===== src/rtl/fetch_redirect_ctrl.sv =====
// Fetch/redirect controller: steers the fetch PC, injects NOP bubbles for boot and wrong-path slots.
// Optional macro REDIRECT_BYPASS_EN muxes the redirect target straight onto the fetch address.
module fetch_redirect_ctrl #(
    parameter logic [31:0] RESET_PC = 32'h4000_0000,
    parameter logic [31:0] NOP_INST = 32'h0000_0013
) (
    input  logic        i_clk,
    input  logic        i_rst,
    input  logic        i_stall,
    input  logic        i_redirect_valid,
    input  logic [31:0] i_redirect_target,
    input  logic [31:0] i_inst_in,
    output logic [31:0] o_imem_addr,
    output logic        o_imem_en,
    output logic [31:0] o_inst_id,
    output logic [31:0] o_pc_id,
    output logic        o_id_valid,
    output logic [31:0] o_redirect_cnt
);

    typedef enum logic {
        S_BOOT = 1'b0,
        S_RUN  = 1'b1
    } state_t;

    state_t      r_state;
    state_t      w_state_nxt;
    logic [31:0] r_pc_f;
    logic [31:0] r_pc_id;
    logic        r_kill_pending;
    logic [31:0] r_redirect_cnt;

    logic        w_redirect_acc;
    logic [31:0] w_target;
    logic [31:0] w_fetch_addr;
    logic [31:0] w_pc_f_nxt;
    logic        w_kill_nxt;
    logic        w_kill_slot;
    logic        w_unused_tgt_lsb;

    assign w_redirect_acc   = i_redirect_valid & ~i_stall;
    assign w_target         = {i_redirect_target[31:2], 2'b00};
    assign w_unused_tgt_lsb = ^i_redirect_target[1:0];

`ifdef REDIRECT_BYPASS_EN
    // Target goes straight to the memory this cycle, so no wrong-path fetch needs killing later.
    assign w_fetch_addr = w_redirect_acc ? w_target : r_pc_f;
    assign w_pc_f_nxt   = w_fetch_addr + 32'd4;
    assign w_kill_nxt   = 1'b0;
`else
    // The sequential fetch issued this cycle is wrong-path; kill_pending squashes it next cycle.
    assign w_fetch_addr = r_pc_f;
    assign w_pc_f_nxt   = w_redirect_acc ? w_target : (r_pc_f + 32'd4);
    assign w_kill_nxt   = w_redirect_acc;
`endif

    always_comb begin
        w_state_nxt = r_state;
        o_imem_addr = w_fetch_addr;
        o_imem_en   = ~i_stall;
        o_inst_id   = i_inst_in;
        o_id_valid  = 1'b1;
        w_kill_slot = (r_state == S_BOOT) | i_redirect_valid | r_kill_pending;
        if (!i_stall) begin
            w_state_nxt = S_RUN;
        end
        if (w_kill_slot) begin
            o_inst_id  = NOP_INST;
            o_id_valid = 1'b0;
        end
    end

    assign o_pc_id        = r_pc_id;
    assign o_redirect_cnt = r_redirect_cnt;

    always_ff @(posedge i_clk or posedge i_rst) begin
        if (i_rst) begin
            r_state        <= S_BOOT;
            r_pc_f         <= RESET_PC;
            r_pc_id        <= 32'd0;
            r_kill_pending <= 1'b0;
            r_redirect_cnt <= 32'd0;
        end else if (!i_stall) begin
            r_state        <= w_state_nxt;
            r_pc_f         <= w_pc_f_nxt;
            r_pc_id        <= w_fetch_addr;
            r_kill_pending <= w_kill_nxt;
            if (w_redirect_acc) begin
                r_redirect_cnt <= r_redirect_cnt + 32'd1;
            end
        end
    end

endmodule


===== config.mk =====
export PLATFORM = sky130hd
export DESIGN_NAME = fetch_redirect_ctrl
export DESIGN_NICKNAME = d
export VERILOG_FILES = /design/src/rtl/fetch_redirect_ctrl.sv
export SDC_FILE = /design/constraint.sdc
export NUM_CORES = 1
export LEC_CHECK = 0
export CAP_MARGIN = 10
export CORE_ASPECT_RATIO = 2
export CORE_UTILIZATION = 48
export CTS_BUF_LIST = sky130_fd_sc_hd__clkbuf_8
export DETAILED_ROUTE_END_ITERATION = 8
export GPL_ROUTABILITY_DRIVEN = 0
export GPL_TIMING_DRIVEN = 0
export PLACE_DENSITY = 0.95
export SLEW_MARGIN = 5
export SYNTH_ARGS = -nofsm -noshare
export SYNTH_HDL_FRONTEND = slang
export SYNTH_SLANG_ARGS = --single-unit

===== constraint.sdc =====
create_clock -name i_clk -period 5.3 [get_ports i_clk]
set_input_delay 0.795 -clock i_clk [delete_from_list [all_inputs] [get_ports i_clk]]
set_output_delay 0.795 -clock i_clk [all_outputs]
set_load 0.02 [all_outputs]

==> results.py, run 1 <==
metrics = {
    "run_status": {
        "status": "complete, no violations",
    },
    "logic_synthesis": {
        "syn_area_per_cell_um2": 9.98,
        "netlist_instances": 489,
        "ys_ff_latch": 94,
        "synthesis.area_mm2": 0.00488,
        "ys_warn_count": 0,
        "synth_edf_count": 0,
        "synth_ff_type": "dfrtp_1",
        "ys_seq_area_share_pct": 48.2,
        "synth_cell_types": 54,
        "async_flop_share_pct": 100,
    },
    "power": {
        "peakVddDrop_v": 0.000149,
        "leakage_nw": 2.90,
        "p_per_area_mw_per_mm2": 283,
        "total_power_w": 0.00203,
    },
    "global_route": {
        "grt_pass1_wl_um": 24700,
        "grt_max_degree": 54,
        "grt.total_usage_pct": 31.0,
        "overflow": 0,
        "grt_pass1_vias": 5101,
        "antenna_found_initial": 0,
    },
    "clock_network": {
        "tritoncts": "built",
        "cts_setup_buffers": 0,
        "clock_latency_ns": 0.38,
        "cts.sinks": 94,
        "cts-root-buf": "clkbuf_8",
        "cts.clk_slew.worst_paths_ns": 0.09,
        "cts_buffers": 9,
        "hold_buffers": 0,
        "cts_htree_levels": 3,
        "clock_path_buffers": 2,
        "ctsResizeCount": 0,
    },
    "setup_path": {
        "max_stage_delay_ns": 0.62,
        "crit_family": "buffers and inverters",
        "crit_required_ns": 4.51,
        "crit_slowest_cell": "clkdlybuf4s50_1",
        "crit_chain": "clkbuf_2 > nor3b_1 > clkbuf_1 > and2_1 > clkdlybuf4s50_1",
        "critical_path_peak_fanout": 10,
        "crit_path_start_kind": "input pin",
        "cp.buffers_inverters": 3,
        "crit_path_end_kind": "primary output",
        "crit_arrival_ns": 2.73,
        "path_class": "in2out",
    },
    "die": {
        "die_y_um": 145,
        "rows": 51,
        "initial_utilization_pct": 49.7,
        "core_mm2": 0.00983,
        "boundaryPins": 198,
        "die_w_um": 73.3,
        "dieArea_mm2": 0.0106,
    },
    "drt": {
        "met2_length_um": 8540,
        "avgRoutedWirePerCell_um": 19.0,
        "drt-total-wl_um": 15800,
        "top_layer_used": "met4",
        "dr.pass1.iters": 5,
        "drtIter0Drc": 553,
        "vias": 5007,
        "ant_nets": 0,
        "vias_per_cell": 6.03,
        "wl_met3_um": 1300,
        "drc": 0,
        "drt-met1-wl_um": 5270,
    },
    "place": {
        "port_buffers": 190,
        "dp_hpwl_um": 11700,
        "dpl.cell_count": 815,
    },
    "timing": {
        "finalHoldViolations": 0,
        "slew_violations": 0,
        "setup_viol": 0,
        "fin_worst_skew_ns": 0.00971,
        "setup_tns_ns": 0,
        "fmax_ghz": 0.284,
        "tightestPinTransition_ns": 0.906,
        "rsz0062_at_grt": "false",
        "maxSlewHeadroom_pct": 39.1,
        "period_share_pct": 66.4,
        "final.min_clock_period_ns": 3.52,
    },
    "flow_run": {
        "cap_violations": 0,
    },
    "layout": {
        "fin_cells": 830,
        "drive_above_1_share_pct": 8.45,
        "area_growth_pct": 46.8,
        "postLayoutCoreUtil_pct": 72.9,
        "nFillCells": 692,
        "num_antenna_cells": 0,
        "final_nets": 764,
    },
    "hold_path": {
        "min_path_type": "reg2reg",
    },
}
-- routing by layer --
layer | vias to the layer above | track usage, %
li1 | 2172 | -
met1 | 2415 | 32.3
met2 | 355 | 55.2
met3 | 65 | 7.87
met4 | 0 | 17.7
met5 | - | 0
-- cell families after synthesis --
logic type	share of synthesized area [%]
simple gates	23.2
flops	48.2
compound gates	11.2
buf+inv	5.13
xor+xnor	5.56
mux	6.13
fa+ha+maj	0.513
other cells	0.0768
-- worst paths after layout --
path | from | endpoint | slack, ns | cells past startpoint
min in group asynchronous | i_rst | o_pc_id[10]$_DFFE_PP0N_ | 0.81 | 2
max | i_redirect_valid | o_inst_id[14] | 1.78 | 5
min | o_redirect_cnt[31]$_DFFE_PP0P_ | o_redirect_cnt[31]$_DFFE_PP0P_ | 0.49 | 1
max reg2reg | o_imem_addr[2]$_DFFE_PP0N_ | o_imem_addr[24]$_DFFE_PP0N_ | 2.89 | 5
max in group asynchronous | i_rst | o_imem_addr[30]$_DFFE_PP1N_ | 3.80 | 3
min reg2reg | o_redirect_cnt[31]$_DFFE_PP0P_ | o_redirect_cnt[31]$_DFFE_PP0P_ | 0.49 | 1
-- synthesized netlist by cell type, types with 2 or more instances --
| cell type | n | share of area (%) |
|---|---|---|
| dfrtp_1 | 93 | 48 |
| and2_1 | 35 | 4.5 |
| nand2_1 | 33 | 2.5 |
| nand4_1 | 30 | 3.8 |
| nand3_1 | 27 | 2.8 |
| xnor2_1 | 27 | 4.8 |
| nor2_1 | 24 | 1.8 |
| mux2_2 | 23 | 5.3 |
| o21ai_0 | 23 | 2.4 |
| clkbuf_1 | 20 | 1.5 |
| a22oi_1 | 14 | 2.2 |
| and4_1 | 14 | 2.5 |
| inv_1 | 12 | 0.92 |
| a21oi_1 | 9 | 0.92 |
| and3_1 | 8 | 1.0 |
| buf_4 | 8 | 1.2 |
| nor3_1 | 6 | 0.62 |
| nor4_1 | 6 | 0.77 |
| buf_1 | 5 | 0.38 |
| o22ai_1 | 5 | 0.64 |
| buf_2 | 4 | 0.41 |
| mux2i_1 | 4 | 0.82 |
| nand2b_1 | 4 | 0.51 |
| nor2b_1 | 4 | 0.51 |
| o211ai_1 | 4 | 0.62 |
| or4_1 | 4 | 0.62 |
| xor2_1 | 4 | 0.72 |
| a311oi_1 | 3 | 0.54 |
| a31oi_1 | 3 | 0.38 |
| a32oi_1 | 3 | 0.54 |
| a211o_1 | 2 | 0.36 |
| a211oi_1 | 2 | 0.31 |
| a311o_1 | 2 | 0.41 |
| buf_6 | 2 | 0.46 |
| ha_1 | 2 | 0.51 |
| o311ai_0 | 2 | 0.36 |
-- layout by cell type (no fill, tap or decap), types with 10 or more instances in the layout --
| cell | netlist | layout |
|---|---|---|
| and4_1 | 14 | 14 |
| dfrtp_1 | 93 | 93 |
| clkbuf_8 | 0 | 10 |
| nor2_1 | 24 | 24 |
| nand4_1 | 30 | 30 |
| clkdlybuf4s50_1 | 0 | 190 |
| xnor2_1 | 27 | 27 |
| nand3_1 | 27 | 27 |
| nand2_1 | 33 | 33 |
| clkbuf_1 | 20 | 20 |
| inv_1 | 12 | 11 |
| and2_1 | 35 | 35 |
| a22oi_1 | 14 | 14 |
| o21ai_0 | 23 | 23 |
| mux2_2 | 23 | 23 |
-- flip-flops by register name, summed over array words and instances, names as in the netlist --
name and count:
r_kill_pending 1, o_pc_id 30, o_redirect_cnt 32, o_imem_addr 30, r_state 1
-- area by class of cell --
type / count / area [µm²] / share of cell area [%]
Timing Repair Buffer: 191 / 1930 / 26.9
Sequential cell: 94 / 2350 / 32.9
Inverter: 13 / 51.3 / 0.716
Tap cell: 132 / 165 / 2.31
Buffer: 40 / 201 / 2.81
Clock buffer: 10 / 138 / 1.92
Clock inverter: 5 / 36.3 / 0.507
Multi-Input combinational cell: 345 / 2290 / 31.9
-- metrics by stage --
| step | setup WS, ns | cell area (µm²) | hold slack, ns |
|---|---|---|---|
| after global placement | 0.769 | 6960 | 0.441 |
| after global routing | 1.62 | 7160 | 0.505 |
| after CTS | 1.73 | 7160 | 0.489 |
| after floorplan | 2.06 | 4890 | 0.425 |
| after detailed placement | 1.74 | 6990 | 0.469 |
| final | 1.78 | 7160 | 0.492 |
-- power breakdown --
group / internal, W / switching, W / total, W
clock: 0.000181 / 0.000253 / 0.000434
combinational: 0.000330 / 0.000342 / 0.000672
sequential: 0.000812 / 0.000109 / 0.000921
No activity file was read; power rests on OpenSTA's default activity.
==> run 2, diff against run 1 <==
CORE_UTILIZATION = 45   (was 48)
PLACE_DENSITY = 0.9   (was 0.95)
clock period = 3.4 ns   (was 5.3 ns; I/O delays follow)
==> results.py, run 2 (same netlist as run 1, synthesis figures left out) <==
metrics = {
    "run_status": {
        "status": "complete, no violations",
    },
    "layout": {
        "area_growth_pct": 48.1,
        "layout_commonest_cell": "clkdlybuf4s50_1",
        "largest_reg_flops": 32,
        "fin_cells": 836,
        "multi_input_comb_area_mm2": 0.00229,
        "final_nets": 764,
        "drive_above_1_share_pct": 8.58,
        "seq_area_mm2": 0.00235,
        "nFillCells": 783,
        "num_antenna_cells": 0,
        "mostFrequentLayoutCells": "clkdlybuf4s50_1, dfrtp_1, and2_1",
    },
    "drt": {
        "vias_per_cell": 5.95,
        "vias": 4973,
        "drtIter0Drc": 451,
        "drc": 0,
        "ant_nets": 0,
        "avgRoutedWirePerCell_um": 19.7,
        "drt-total-wl_um": 16500,
        "dr.pass1.iters": 6,
    },
    "global_route": {
        "grt_pass1_wl_um": 25500,
        "grt_max_degree": 57,
        "grt.total_usage_pct": 30.2,
        "overflow": 0,
        "grt_pass1_vias": 5075,
        "antenna_found_initial": 0,
    },
    "clock_network": {
        "clock_path_buffers": 2,
        "cts.clk_slew.worst_paths_ns": 0.09,
        "cts.sinks": 94,
        "cts_buffers": 9,
        "ctsResizeCount": 0,
        "tritoncts": "built",
        "cts_htree_levels": 3,
        "cts-root-buf": "clkbuf_8",
        "hold_buffers": 0,
        "cts_setup_buffers": 0,
        "clock_latency_ns": 0.38,
    },
    "setup_path": {
        "crit_start": "r_kill_pending$_DFFE_PP0N_",
        "reg2reg_depth": 5,
        "critPathCapture": "o_inst_id[6]",
        "critical_path_peak_fanout": 10,
        "crit_family": "buffers and inverters",
        "crit_arrival_ns": 2.53,
        "crit_path_end_kind": "primary output",
        "cp.buffers_inverters": 2,
        "path_class": "reg2out",
        "worstReg2RegStart": "o_imem_addr[3]$_DFFE_PP0N_",
        "crit_path_start_kind": "register",
        "crit_slowest_cell": "clkdlybuf4s50_1",
        "path_depth": 4,
        "worstReg2RegEnd": "o_imem_addr[24]$_DFFE_PP0N_",
        "crit_required_ns": 2.89,
        "max_stage_delay_ns": 0.63,
        "r2r_slack_ns": 1.07,
        "crit_chain": "nor3b_1 > clkbuf_1 > and2_1 > clkdlybuf4s50_1",
    },
    "die": {
        "boundaryPins": 198,
        "core_mm2": 0.0105,
        "dieArea_mm2": 0.0113,
        "die_y_um": 149,
        "rows": 53,
        "die_w_um": 75.6,
        "initial_utilization_pct": 46.3,
    },
    "place": {
        "dpl.cell_count": 820,
        "dp_hpwl_um": 12500,
        "place_ws_ns": 0.445,
        "port_buffers": 190,
    },
    "timing": {
        "tightestPinTransition_ns": 0.827,
        "fmax_ghz": 0.329,
        "finalHoldViolations": 0,
        "setup_ws_ns": 0.360,
        "setup_viol": 0,
        "slew_violations": 0,
        "final.min_clock_period_ns": 3.04,
        "maxSlewHeadroom_pct": 44.4,
        "fin_worst_skew_ns": 0.00851,
        "setup_tns_ns": 0,
        "rsz0062_at_grt": "false",
        "hold-worst-slack_ns": 0.467,
        "period_share_pct": 89.4,
    },
    "power": {
        "p_clk_share_pct": 25.5,
        "power_switching_w": 0.00113,
        "p_per_area_mw_per_mm2": 463,
        "power_frac_comb_pct": 31.6,
        "peakVddDrop_v": 0.000301,
        "pwr-share-seq_pct": 43.0,
        "intPower_w": 0.00222,
        "swShare_pct": 33.7,
        "leakage_nw": 2.92,
    },
    "hold_path": {
        "min_path_type": "reg2reg",
    },
    "flow_run": {
        "cap_violations": 0,
    },
}
-- run 2: cell types whose count changed in the layout (fill, tap and decap cells not counted) --
cell / change
clkinv_2: -2
inv_6: +1
clkinvlp_4: +2
clkinv_4: -2
bufinv_16: +2
-- run 2: worst min path at each step --
stage,start,end,slack [ns],depth (start not counted)
floorplan,r_state$_DFFE_PP0N_,r_state$_DFFE_PP0N_,0.43,1
global placement,r_state$_DFFE_PP0N_,r_state$_DFFE_PP0N_,0.44,1
detailed placement,r_state$_DFFE_PP0N_,r_state$_DFFE_PP0N_,0.44,1
CTS,r_state$_DFFE_PP0N_,r_state$_DFFE_PP0N_,0.47,1
global route,o_redirect_cnt[31]$_DFFE_PP0P_,o_redirect_cnt[31]$_DFFE_PP0P_,0.51,1
finish,r_state$_DFFE_PP0N_,r_state$_DFFE_PP0N_,0.47,1
-- run 2: routing by layer --
metal  vias up  share of wire, %  GRT usage [%]
met3        77               7.8           6.96
met1      2394                36           35.2
met5         -                 0              0
met2       321                51           48.6
met4         0               5.5           19.1
li1       2181                 -              -
-- run 2: cell type report --
| cell class | instances | area share (%) |
|---|---|---|
| multi-input combinational | 345 | 31.7 |
| clock inverter | 6 | 1.28 |
| clock buffer | 10 | 1.91 |
| tap | 137 | 2.37 |
| buffer | 40 | 2.79 |
| timing repair buffer | 191 | 26.7 |
| sequential | 94 | 32.6 |
| inverter | 13 | 0.710 |
-- run 2: stage by stage --
stage                     cell area (µm²)  power, W  util [%]
final                                7220   0.00335      68.5
after global placement               6960   0.00245      66.0
after detailed placement             6990   0.00250      66.3
after global routing                 7220   0.00348      68.5
after floorplan                      4890   0.00194         -
after CTS                            7220   0.00335      68.5
-- run 2: power by group through the flow --
stage               clock network [W]  logic [W]  registers (W)
floorplan                           0   0.000341        0.00159
global placement                    0    0.00101        0.00144
detailed placement                  0    0.00105        0.00145
CTS                          0.000858    0.00106        0.00143
global route                 0.000908    0.00112        0.00146
finish                       0.000853    0.00106        0.00144
